[src/rtl/cpu_axi_mem_bridge_if.sv]
// cpu_axi_mem_bridge_if: single-beat AXI4 bundle between cpu_axi_mem_bridge and the interconnect
interface cpu_axi_mem_bridge_if #(
    parameter int DATA_W = 32,
    parameter int ADDR_W = 32,
    parameter int ID_W   = 4
);
    logic [ID_W-1:0]     ARID;
    logic [ADDR_W-1:0]   ARADDR;
    logic [7:0]          ARLEN;
    logic [2:0]          ARSIZE;
    logic [1:0]          ARBURST;
    logic                ARVALID;
    logic                ARREADY;
    logic [ID_W-1:0]     RID;
    logic [DATA_W-1:0]   RDATA;
    logic [1:0]          RRESP;
    logic                RLAST;
    logic                RVALID;
    logic                RREADY;
    logic [ID_W-1:0]     AWID;
    logic [ADDR_W-1:0]   AWADDR;
    logic [7:0]          AWLEN;
    logic [2:0]          AWSIZE;
    logic [1:0]          AWBURST;
    logic                AWVALID;
    logic                AWREADY;
    logic [DATA_W-1:0]   WDATA;
    logic [DATA_W/8-1:0] WSTRB;
    logic                WLAST;
    logic                WVALID;
    logic                WREADY;
    logic [ID_W-1:0]     BID;
    logic [1:0]          BRESP;
    logic                BVALID;
    logic                BREADY;

    modport master (
        output ARID, ARADDR, ARLEN, ARSIZE, ARBURST, ARVALID,
        input  ARREADY,
        input  RID, RDATA, RRESP, RLAST, RVALID,
        output RREADY,
        output AWID, AWADDR, AWLEN, AWSIZE, AWBURST, AWVALID,
        input  AWREADY,
        output WDATA, WSTRB, WLAST, WVALID,
        input  WREADY,
        input  BID, BRESP, BVALID,
        output BREADY
    );

    modport slave (
        input  ARID, ARADDR, ARLEN, ARSIZE, ARBURST, ARVALID,
        output ARREADY,
        output RID, RDATA, RRESP, RLAST, RVALID,
        input  RREADY,
        input  AWID, AWADDR, AWLEN, AWSIZE, AWBURST, AWVALID,
        output AWREADY,
        input  WDATA, WSTRB, WLAST, WVALID,
        output WREADY,
        output BID, BRESP, BVALID,
        input  BREADY
    );
endinterface

[src/rtl/cpu_axi_mem_bridge.sv]
// cpu_axi_mem_bridge: CPU SRAM-style port to single-beat AXI4 master; AXI_BRIDGE_TIMEOUT_EN adds a watchdog
module cpu_axi_mem_bridge #(
    parameter int                DATA_W      = 32,
    parameter int                WADDR_W     = 14,
    parameter int                ADDR_W      = 32,
    parameter int                ID_W        = 4,
    parameter logic [ID_W-1:0]   MASTER_ID   = '0,
    parameter logic [ADDR_W-1:0] BASE_ADDR   = '0,
    parameter int                TIMEOUT_CYC = 1023
) (
    input  logic                clk,
    input  logic                rst,
    input  logic                cpu_cs,
    input  logic                cpu_oe,
    input  logic [DATA_W/8-1:0] cpu_web,
    input  logic [WADDR_W-1:0]  cpu_addr,
    input  logic [DATA_W-1:0]   cpu_di,
    output logic [DATA_W-1:0]   cpu_do,
    output logic                cpu_stall,
    output logic                cpu_err,
    cpu_axi_mem_bridge_if.master axi
);
    localparam int SB = DATA_W / 8;
    localparam int SZ = $clog2(SB);
    localparam logic [2:0] IDLE = 3'd0, AR = 3'd1, R = 3'd2, AW_W = 3'd3, B = 3'd4, DONE = 3'd5;

    logic [2:0]        state;
    logic [ADDR_W-1:0] addr_q;
    logic [ADDR_W-1:0] byte_addr;
    logic [DATA_W-1:0] data_q;
    logic [SB-1:0]     strb_q;
    logic              wr_req;
    logic              rd_req;
    logic              busy;
    logic              tmo;
    logic              aw_ok;
    logic              w_ok;
    logic              unused_ok;

    assign wr_req    = cpu_cs && (cpu_web != '1);
    assign rd_req    = cpu_cs && cpu_oe && !wr_req;
    assign busy      = state inside {AR, R, AW_W, B};
    assign cpu_stall = busy || (state == IDLE && (wr_req || rd_req));
    assign byte_addr = BASE_ADDR + (ADDR_W'(cpu_addr) << SZ);
    // each write channel completes on its own; B waits until both are done
    assign aw_ok     = !axi.AWVALID || axi.AWREADY;
    assign w_ok      = !axi.WVALID || axi.WREADY;

    assign axi.ARID    = MASTER_ID;
    assign axi.ARADDR  = addr_q;
    assign axi.ARLEN   = 8'd0;
    assign axi.ARSIZE  = 3'(SZ);
    assign axi.ARBURST = 2'b01;
    assign axi.RREADY  = state == R;
    assign axi.AWID    = MASTER_ID;
    assign axi.AWADDR  = addr_q;
    assign axi.AWLEN   = 8'd0;
    assign axi.AWSIZE  = 3'(SZ);
    assign axi.AWBURST = 2'b01;
    assign axi.WDATA   = data_q;
    assign axi.WSTRB   = strb_q;
    assign axi.WLAST   = 1'b1;
    assign axi.BREADY  = state == B;

`ifdef AXI_BRIDGE_TIMEOUT_EN
    localparam int TW = $clog2(TIMEOUT_CYC + 1);
    logic [TW-1:0] tcnt;
    assign tmo       = busy && (tcnt == TW'(TIMEOUT_CYC - 1));
    assign unused_ok = ^{axi.RID, axi.BID, axi.RLAST, axi.RRESP[0], axi.BRESP[0]};
    always_ff @(posedge clk) begin
        if (rst || !busy)
            tcnt <= '0;
        else
            tcnt <= tcnt + 1'b1;
    end
`else
    assign tmo       = 1'b0;
    assign unused_ok = ^{axi.RID, axi.BID, axi.RLAST, axi.RRESP[0], axi.BRESP[0], 32'(TIMEOUT_CYC)};
`endif

    always_ff @(posedge clk) begin
        if (rst) begin
            state       <= IDLE;
            addr_q      <= '0;
            data_q      <= '0;
            strb_q      <= '0;
            axi.ARVALID <= 1'b0;
            axi.AWVALID <= 1'b0;
            axi.WVALID  <= 1'b0;
            cpu_do      <= '0;
            cpu_err     <= 1'b0;
        end else begin
            cpu_err <= 1'b0;
            if (tmo) begin
                state       <= DONE;
                axi.ARVALID <= 1'b0;
                axi.AWVALID <= 1'b0;
                axi.WVALID  <= 1'b0;
                cpu_err     <= 1'b1;
                if (state == AR || state == R)
                    cpu_do <= '0;
            end else begin
                case (state)
                    IDLE: if (wr_req || rd_req) begin
                        addr_q      <= byte_addr;
                        data_q      <= cpu_di;
                        strb_q      <= ~cpu_web;
                        state       <= wr_req ? AW_W : AR;
                        axi.ARVALID <= rd_req;
                        axi.AWVALID <= wr_req;
                        axi.WVALID  <= wr_req;
                    end
                    AR: if (axi.ARREADY) begin
                        axi.ARVALID <= 1'b0;
                        state       <= R;
                    end
                    R: if (axi.RVALID) begin
                        cpu_do  <= axi.RDATA;
                        cpu_err <= axi.RRESP[1];
                        state   <= DONE;
                    end
                    AW_W: begin
                        axi.AWVALID <= axi.AWVALID && !axi.AWREADY;
                        axi.WVALID  <= axi.WVALID && !axi.WREADY;
                        if (aw_ok && w_ok)
                            state <= B;
                    end
                    B: if (axi.BVALID) begin
                        cpu_err <= axi.BRESP[1];
                        state   <= DONE;
                    end
                    default: state <= IDLE;
                endcase
            end
        end
    end
endmodule

[src/flat_wrapper.sv]
// flat-port wrapper written by rule: the top's interface ports become plain ports
module cpu_axi_mem_bridge_flat 
#(
    parameter int                DATA_W      = 32,
    parameter int                WADDR_W     = 14,
    parameter int                ADDR_W      = 32,
    parameter int                ID_W        = 4,
    parameter logic [ID_W-1:0]   MASTER_ID   = '0,
    parameter logic [ADDR_W-1:0] BASE_ADDR   = '0,
    parameter int                TIMEOUT_CYC = 1023
)
  (clk, rst, cpu_cs, cpu_oe, cpu_web, cpu_addr, cpu_di, cpu_do, cpu_stall, cpu_err, axi_ARID, axi_ARADDR, axi_ARLEN, axi_ARSIZE, axi_ARBURST, axi_ARVALID, axi_ARREADY, axi_RID, axi_RDATA, axi_RRESP, axi_RLAST, axi_RVALID, axi_RREADY, axi_AWID, axi_AWADDR, axi_AWLEN, axi_AWSIZE, axi_AWBURST, axi_AWVALID, axi_AWREADY, axi_WDATA, axi_WSTRB, axi_WLAST, axi_WVALID, axi_WREADY, axi_BID, axi_BRESP, axi_BVALID, axi_BREADY);
  cpu_axi_mem_bridge_if #(.DATA_W(DATA_W), .ADDR_W(ADDR_W), .ID_W(ID_W)) axi_i ();
  input  logic clk;
  input  logic rst;
  input  logic cpu_cs;
  input  logic cpu_oe;
  input  logic [DATA_W/8-1:0] cpu_web;
  input  logic [WADDR_W-1:0] cpu_addr;
  input  logic [DATA_W-1:0] cpu_di;
  output logic [DATA_W-1:0] cpu_do;
  output logic cpu_stall;
  output logic cpu_err;
  output wire logic [$bits(axi_i.ARID)-1:0] axi_ARID;
  output wire logic [$bits(axi_i.ARADDR)-1:0] axi_ARADDR;
  output wire logic [$bits(axi_i.ARLEN)-1:0] axi_ARLEN;
  output wire logic [$bits(axi_i.ARSIZE)-1:0] axi_ARSIZE;
  output wire logic [$bits(axi_i.ARBURST)-1:0] axi_ARBURST;
  output wire logic [$bits(axi_i.ARVALID)-1:0] axi_ARVALID;
  input wire logic [$bits(axi_i.ARREADY)-1:0] axi_ARREADY;
  input wire logic [$bits(axi_i.RID)-1:0] axi_RID;
  input wire logic [$bits(axi_i.RDATA)-1:0] axi_RDATA;
  input wire logic [$bits(axi_i.RRESP)-1:0] axi_RRESP;
  input wire logic [$bits(axi_i.RLAST)-1:0] axi_RLAST;
  input wire logic [$bits(axi_i.RVALID)-1:0] axi_RVALID;
  output wire logic [$bits(axi_i.RREADY)-1:0] axi_RREADY;
  output wire logic [$bits(axi_i.AWID)-1:0] axi_AWID;
  output wire logic [$bits(axi_i.AWADDR)-1:0] axi_AWADDR;
  output wire logic [$bits(axi_i.AWLEN)-1:0] axi_AWLEN;
  output wire logic [$bits(axi_i.AWSIZE)-1:0] axi_AWSIZE;
  output wire logic [$bits(axi_i.AWBURST)-1:0] axi_AWBURST;
  output wire logic [$bits(axi_i.AWVALID)-1:0] axi_AWVALID;
  input wire logic [$bits(axi_i.AWREADY)-1:0] axi_AWREADY;
  output wire logic [$bits(axi_i.WDATA)-1:0] axi_WDATA;
  output wire logic [$bits(axi_i.WSTRB)-1:0] axi_WSTRB;
  output wire logic [$bits(axi_i.WLAST)-1:0] axi_WLAST;
  output wire logic [$bits(axi_i.WVALID)-1:0] axi_WVALID;
  input wire logic [$bits(axi_i.WREADY)-1:0] axi_WREADY;
  input wire logic [$bits(axi_i.BID)-1:0] axi_BID;
  input wire logic [$bits(axi_i.BRESP)-1:0] axi_BRESP;
  input wire logic [$bits(axi_i.BVALID)-1:0] axi_BVALID;
  output wire logic [$bits(axi_i.BREADY)-1:0] axi_BREADY;
  assign axi_ARID = axi_i.ARID;
  assign axi_ARADDR = axi_i.ARADDR;
  assign axi_ARLEN = axi_i.ARLEN;
  assign axi_ARSIZE = axi_i.ARSIZE;
  assign axi_ARBURST = axi_i.ARBURST;
  assign axi_ARVALID = axi_i.ARVALID;
  assign axi_i.ARREADY = axi_ARREADY;
  assign axi_i.RID = axi_RID;
  assign axi_i.RDATA = axi_RDATA;
  assign axi_i.RRESP = axi_RRESP;
  assign axi_i.RLAST = axi_RLAST;
  assign axi_i.RVALID = axi_RVALID;
  assign axi_RREADY = axi_i.RREADY;
  assign axi_AWID = axi_i.AWID;
  assign axi_AWADDR = axi_i.AWADDR;
  assign axi_AWLEN = axi_i.AWLEN;
  assign axi_AWSIZE = axi_i.AWSIZE;
  assign axi_AWBURST = axi_i.AWBURST;
  assign axi_AWVALID = axi_i.AWVALID;
  assign axi_i.AWREADY = axi_AWREADY;
  assign axi_WDATA = axi_i.WDATA;
  assign axi_WSTRB = axi_i.WSTRB;
  assign axi_WLAST = axi_i.WLAST;
  assign axi_WVALID = axi_i.WVALID;
  assign axi_i.WREADY = axi_WREADY;
  assign axi_i.BID = axi_BID;
  assign axi_i.BRESP = axi_BRESP;
  assign axi_i.BVALID = axi_BVALID;
  assign axi_BREADY = axi_i.BREADY;
  cpu_axi_mem_bridge #(.DATA_W(DATA_W), .WADDR_W(WADDR_W), .ADDR_W(ADDR_W), .ID_W(ID_W), .MASTER_ID(MASTER_ID), .BASE_ADDR(BASE_ADDR), .TIMEOUT_CYC(TIMEOUT_CYC)) u_core (.clk(clk), .rst(rst), .cpu_cs(cpu_cs), .cpu_oe(cpu_oe), .cpu_web(cpu_web), .cpu_addr(cpu_addr), .cpu_di(cpu_di), .cpu_do(cpu_do), .cpu_stall(cpu_stall), .cpu_err(cpu_err), .axi(axi_i));
endmodule
[config.mk]
export PLATFORM = sky130hd
export DESIGN_NAME = cpu_axi_mem_bridge_flat
export DESIGN_NICKNAME = d
export VERILOG_FILES = /design/src/rtl/cpu_axi_mem_bridge_if.sv /design/src/rtl/cpu_axi_mem_bridge.sv /design/src/flat_wrapper.sv
export SDC_FILE = /design/constraint.sdc
export NUM_CORES = 1
export LEC_CHECK = 0
export CAP_MARGIN = 40
export CORE_ASPECT_RATIO = 0.5
export CORE_MARGIN = 2
export CORE_UTILIZATION = 36
export CTS_BUF_LIST = sky130_fd_sc_hd__clkbuf_8
export DETAILED_ROUTE_END_ITERATION = 12
export GPL_TIMING_DRIVEN = 0
export PLACE_DENSITY = 0.84
export SETUP_SLACK_MARGIN = 0.05
export SLEW_MARGIN = 20
export SYNTH_ARGS = -nofsm -noshare
export SYNTH_HDL_FRONTEND = slang
export SYNTH_SLANG_ARGS = --single-unit
[constraint.sdc]
create_clock -name clk -period 1.9 [get_ports clk]
set_input_delay 0.475 -clock clk [delete_from_list [all_inputs] [get_ports clk]]
set_output_delay 0.475 -clock clk [all_outputs]
set_load 0.05 [all_outputs]
==> out/results.txt, run 1 <==
crit path max fanout - 8
most frequent cells in the layout - nand2_1 (161), buf_4 (95), dlygate4sd2_1 (89)
Final Max Slew Viols - 0
Routed WL per cell - 12.9 microns
VDD IR max - 535 uV
Post-synth EDFFs - 0
Crit Path Class - flop to output pin
WHS Path Cells - 2
uppermost layer routed - met4
layout filler cell count - 929
CTS H-Tree Depth - 3
core area - 10400 sq um
asr flop ratio synth - 0%
worst r2r dst - u_core.cpu_do[16]
hold_sp - cpu_web[2]
IO Port Bufs - 194
HP Class - input port to flop
RePlAce Congestion - 0.798
cells along the critical path - buf_8 -> o21a_1 -> a21oi_2 -> buf_6
Top delay family on crit path - flip-flops
number of clock sinks - 89
average size of a mapped cell - 7.91 sq um
met3 wire len - 716 microns
Leak Pwr - 3.18 nW
CP bufs+invs - 2
die height - 77.8 microns
Tcrit/Tclk final - 95.3%
drc violations - 0
Fmax - 0.552 GHz
GRT Residual Overflow - 0
Post-Route M1 WL - 4730 microns
worst skew pair latency - 340 ps
skew final - 6.75 ps
fraction of the yosys area taken by sequential cells - 45.4%
total CTS buffers - 9
vias in the first global route - 3530
hold worst-path end - u_core.axi.WSTRB[2]
pin count of the biggest net entering global routing - 14
Ant. Diodes - 0
CP required - 1420 ps
final total power - 6.26 mW
number of max-cap violations - 0
Arr. time, crit path - 1340 ps
nets - 881
CP max-delay cell - dfxtp_4
via count - 3916
worst reg2reg setup slack - 250 ps
Synth Cell Area - 3930 sq um
PD cells - 960 nW/um^2
Worst path max stage delay - 370 ps
setup TNS - 0 ps
io pins - 278
die area - 11800 sq um
status - completed
Mapped Cells - 496
Final setup viols - 0
Area contributors post-synth - dfxtp_1 (45%), buf_4 (17%), nand2_1 (15%), a21oi_1 (11%), clkbuf_1 (1.4%)
gr usage total - 19.0%
vias per cell - 4.25
initial DRC count - 193
layout cell share with drive strength beyond 1 - 17.8%
Synth warnings - 0
met2 wire length - 6180 microns
antenna violations before repair - 0
Place WS - -943 ps
Initial Utilization - 37.7%
Seq cells post-synth - 89
detailed placement HPWL - 9370 microns
first-pass GRT wire length - 17700 microns
# rows - 26
Die X - 152 microns
CTS root buf - clkbuf_8
Setup WS post-layout - 89.2 ps
final hold vios - 0
post-synth top area cell - dfxtp_1
Layout Utilization - 62.6%
CTS tree - done
Hold Buf Count CTS - 0
Yosys cell types - 34
clk slew on worst S/H paths - 80 ps
DRT Pass-1 Iters - 4
commonest non-fill, non-tap cell in the layout - nand2_1
Max-Slew Margin vs Limit - 63.4%
slew at the pin closest to its max-slew limit - 548 ps
area delta synth->final - 66.1%
RSZ-0062 raised after global routing - yes
top cell type's share of synthesized area - 45.4%
Max Buffers Root-to-Sink - 2
min Tclk post-route - 1810 ps
CP endpoint kind - output pin
commonest register cell after synthesis - dfxtp_1
Reg2Reg Launch Point - u_core.state[1]
CP Launch Type - flop
R2R depth - 6
DRT antenna net count - 0
total routed wirelength - 11900 microns
[synth_stat cells, types with 2 or more instances]
master and number:
buf_4 87, o21a_1 2, nand2_1 161, a211oi_1 4, conb_1 2, nand2b_1 2, nor3b_1 3, a211o_1 2
buf_6 4, o21ai_0 3, inv_1 3, buf_2 9, nor2_1 8, dfxtp_1 89, a21oi_1 83, nor4_1 2
clkbuf_1 15
[worst max path at each step]
| stage | from | end | slack, ps | depth (start not counted) |
|---|---|---|---|---|
| after detailed placement | cpu_web[1] | cpu_stall | -940 | 5 |
| after floorplan | u_core.state[2] | cpu_stall | 90 | 3 |
| final | u_core.state[1] | cpu_stall | 90 | 4 |
| after global placement | cpu_web[1] | cpu_stall | -940 | 5 |
| after CTS | cpu_web[0] | cpu_stall | -150 | 5 |
| after global routing | u_core.state[1] | cpu_stall | 20 | 4 |
[worst register-to-register path: cells and delay by family, from the launching register on]
kind,cells,cell delay [ps]
flip-flops,1,370
buffers and inverters,2,560
AO/OA/AOI/OAI,1,150
AND/OR/NAND/NOR,3,500
[area by class of cell]
cell class / count / area [sq um] / share of cell area, %
flip-flops and latches: 89 / 1790 / 27.5
clock inverters: 3 / 15.0 / 0.230
inverters: 3 / 11.3 / 0.173
clock buffers: 13 / 179 / 2.74
plain buffers: 115 / 822 / 12.6
multi-input cells: 358 / 1640 / 25.1
repair buffers: 201 / 1890 / 29.0
well taps: 140 / 175 / 2.69
[flip-flops by register name, indices dropped and copies added (netlist names)]
name	cells
u_core.axi.WDATA	32
u_core.cpu_do	32
u_core.axi.ARADDR	14
u_core.axi.WSTRB	4
u_core.state	3
u_core.axi.ARVALID	1
u_core.axi.AWVALID	1
u_core.axi.WVALID	1
u_core.cpu_err	1
[metrics by stage]
| step | std cells | area (sq um) | hold slack, ps |
|---|---|---|---|
| floorplan | 565 | 4200 | 571 |
| global placement | 899 | 6320 | 441 |
| detailed placement | 899 | 6320 | 446 |
| CTS | 918 | 6420 | 455 |
| global route | 922 | 6520 | 345 |
| finish | 922 | 6520 | 354 |
[timing repair]
action	4_1_cts	5_1_grt
gates cloned	0	0
pin swaps	1	3
resized for setup	131	33
buffers inserted	3	4
setup endpoints to repair	143	52
[kinds of logic (layout without fill, tap and decap cells)]
group,Yosys count,after routing,share of synthesized area [%]
xor gates and xnor gates,1,1,0.223
buffers and inverters,118,335,20.7
AOI/OAI and AO/OA,104,104,14.6
DFF,89,89,45.4
and+or+nand+nor,182,182,18.9
other,2,71,0.191
[report_power, final]
part	total, mW	internal, mW	leakage [nW]	switching, mW
combinational	2.80	0.910	2.35	1.89
sequential	2.21	2.08	0.729	0.127
clock	1.25	0.611	0.104	0.637
total	6.26	3.61	3.18	2.65
[per-layer routing]
metal  track usage (%)  vias up
met5                 0        -
met2              35.0      127
met4              7.31        0
met1              21.5     1758
met3              3.88       25
li1                  -     2006
Power figures use the tool's default switching activity.
==> inputs of run 2 (changes only) <==
Settings changed: CORE_UTILIZATION 36 to 43, DONT_BUFFER_PORTS set to 1, PLACE_DENSITY 0.84 to 0.59, SKIP_LAST_GASP set to 1.
==> run 2 against run 1 <==
Effect of this change:
- design area shrank 26%
- utilization shrank 7.6 points
- routed wire length shrank 15%
- final cell count shrank 23%
- total power shrank 8.9%
- clock power shrank 14%
- register-to-register slack lost 170 ps
- die area shrank 16%
- sequential power grew 34%
- critical path type unchanged
- largest cell class is now flip-flops and latches
==> out/results.txt, run 2 (synthesis results as in run 1) <==
status - completed
nets - 690 (-22%)
CP bufs+invs - 1 (-1)
Die X - 139 microns (-8.3%)
die height - 71.6 microns (-8.1%)
die area - 9950 sq um (-16%)
via count - 3180 (-19%)
Leak Pwr - 2.10 nW (-34%)
Crit Path Class - flop to output pin
detailed placement HPWL - 7520 microns (-20%)
RePlAce Congestion - 0.829 (+3.9%)
total CTS buffers - 9 (unchanged)
CP Launch Type - flop
CP max-delay cell - dfxtp_4
most frequent cells in the layout - nand2_1 (154), buf_4 (94), dfxtp_1 (82)
clk slew on worst S/H paths - 80 ps (about the same)
Layout Cells excl Fill - 707 (-23%)
Hold Buf Count CTS - 0 (unchanged)
Layout Utilization - 55.1% (-7.6 points)
cells along the critical path - buf_8 -> o21a_1 -> a21oi_4
worst skew pair latency - 350 ps (about the same)
Routed WL per cell - 14.4 microns (+11%)
total routed wirelength - 10200 microns (-15%)
io pins - 278 (unchanged)
drc violations - 0 (unchanged)
CTS root buf - clkbuf_8
final hold vios - 0 (unchanged)
DRT Pass-1 Iters - 4 (unchanged)
min Tclk post-route - 1830 ps (+23.8 ps)
met1 usage in global routing - 19.9% (-1.7 points)
first-pass GRT wire length - 14800 microns (-16%)
pin count of the biggest net entering global routing - 13 (-1)
CP required - 1420 ps (about the same)
placed cells - 684 (-24%)
number of clock sinks - 89 (unchanged)
Fmax - 0.545 GHz (-1.3%)
IO Port Bufs - 0 (-100%)
CTS tree - done
CP endpoint kind - output pin
Arr. time, crit path - 1360 ps (+20 ps)
HP Class - input port to flop
antenna violations before repair - 0 (unchanged)
slew at the pin closest to its max-slew limit - 669 ps (+121 ps)
Top delay family on crit path - compound AO/OA/AOI/OAI gates
layout cell share with drive strength beyond 1 - 26.9% (+9.2 points)
Max-Slew Margin vs Limit - 55.3% (-8.1 points)
layout filler cell count - 872 (-6.1%)
core area - 8800 sq um (-15%)
VDD IR max - 475 uV (-11%)
CTS H-Tree Depth - 3 (unchanged)
Tcrit/Tclk final - 96.6% (+1.3 points)
GR peak layer - met2
initial DRC count - 113 (-41%)
vias in the first global route - 2873 (-19%)
area delta synth->final - 23.5%
# rows - 24 (-7.7%)
Max Buffers Root-to-Sink - 2 (unchanged)
DRT antenna net count - 0 (unchanged)
vias per cell - 4.50 (+5.9%)
commonest non-fill, non-tap cell in the layout - nand2_1
met3 GRT Util - 8.56% (+4.7 points)
gr usage total - 19.1% (+0.085 points)
Ant. Diodes - 0 (unchanged)
crit path max fanout - 4 (-4)
Worst path max stage delay - 370 ps (about the same)
Final setup viols - 0 (unchanged)
Initial Utilization - 44.6% (+6.9 points)
Final Max Slew Viols - 0 (unchanged)
skew final - 3.62 ps (-3.13 ps)
GRT Residual Overflow - 0 (unchanged)
PD cells - 1180 nW/um^2 (+23%)
met2 Use GR - 34.2% (-0.85 points)
number of max-cap violations - 0 (unchanged)
final total power - 5.70 mW (-8.9%)
RSZ-0062 raised after global routing - yes
[run 2: cell type report]
class | count | area, sq um | share of cell area, %
clock inverter | 5 | 18.8 | 0.387
sequential | 89 | 1800 | 37.1
inverter | 3 | 11.3 | 0.232
timing repair buffer | 11 | 149 | 3.07
clock buffer | 10 | 138 | 2.84
tap | 117 | 146 | 3.02
buffer | 114 | 868 | 17.9
multi-input combinational | 358 | 1720 | 35.4
[run 2: final timing paths]
check	endpoint	depth (start not counted)	start	slack, ps
setup / recovery	cpu_stall	3	u_core.state[1]	70
hold / removal	u_core.axi.WSTRB[1]	1	cpu_web[1]	210
setup reg to reg	u_core.cpu_do[4]	6	u_core.state[2]	80
hold reg to reg	u_core.axi.ARADDR[7]	2	u_core.axi.ARADDR[7]	600
[run 2: power by group]
group          internal, mW  total [mW]  switching [mW]
Clock                 0.481        1.08           0.603
Sequential             2.09        2.96           0.875
Combinational         0.590        1.66            1.07
[run 2: what timing repair did]
action                     4_1_cts  5_1_grt
setup buffers                    3        2
gates resized for setup         25       45
pin swaps                        2       11
cloned                           0        4
setup endpoints to repair       36       34
[run 2: layer usage]
| layer | up-vias | share of wire [%] |
|---|---|---|
| met5 | - | 0 |
| met4 | 0 | 1.8 |
| met3 | 15 | 9.1 |
| met2 | 127 | 52 |
| met1 | 1408 | 37 |
| li1 | 1630 | - |
[run 2: worst register-to-register path: stages (launching register included)]
cell and delay, ps:
dfxtp_4 380, nor3b_4 600, and2_4 310, buf_12 150, clkbuf_16 150, nand2_2 50
a21oi_2 110
[run 2: stage by stage]
stage | area [sq um] | hold WS, ps | setup TNS (ps) | worst slack (ps)
floorplan | 4200 | 571 | 0 | 88.7
global placement | 4350 | 574 | -4180 | -155
detailed placement | 4360 | 576 | -4770 | -179
CTS | 4590 | 184 | 0 | 26.4
global route | 4850 | 188 | 0 | 6.31
finish | 4850 | 208 | 0 | 65.4
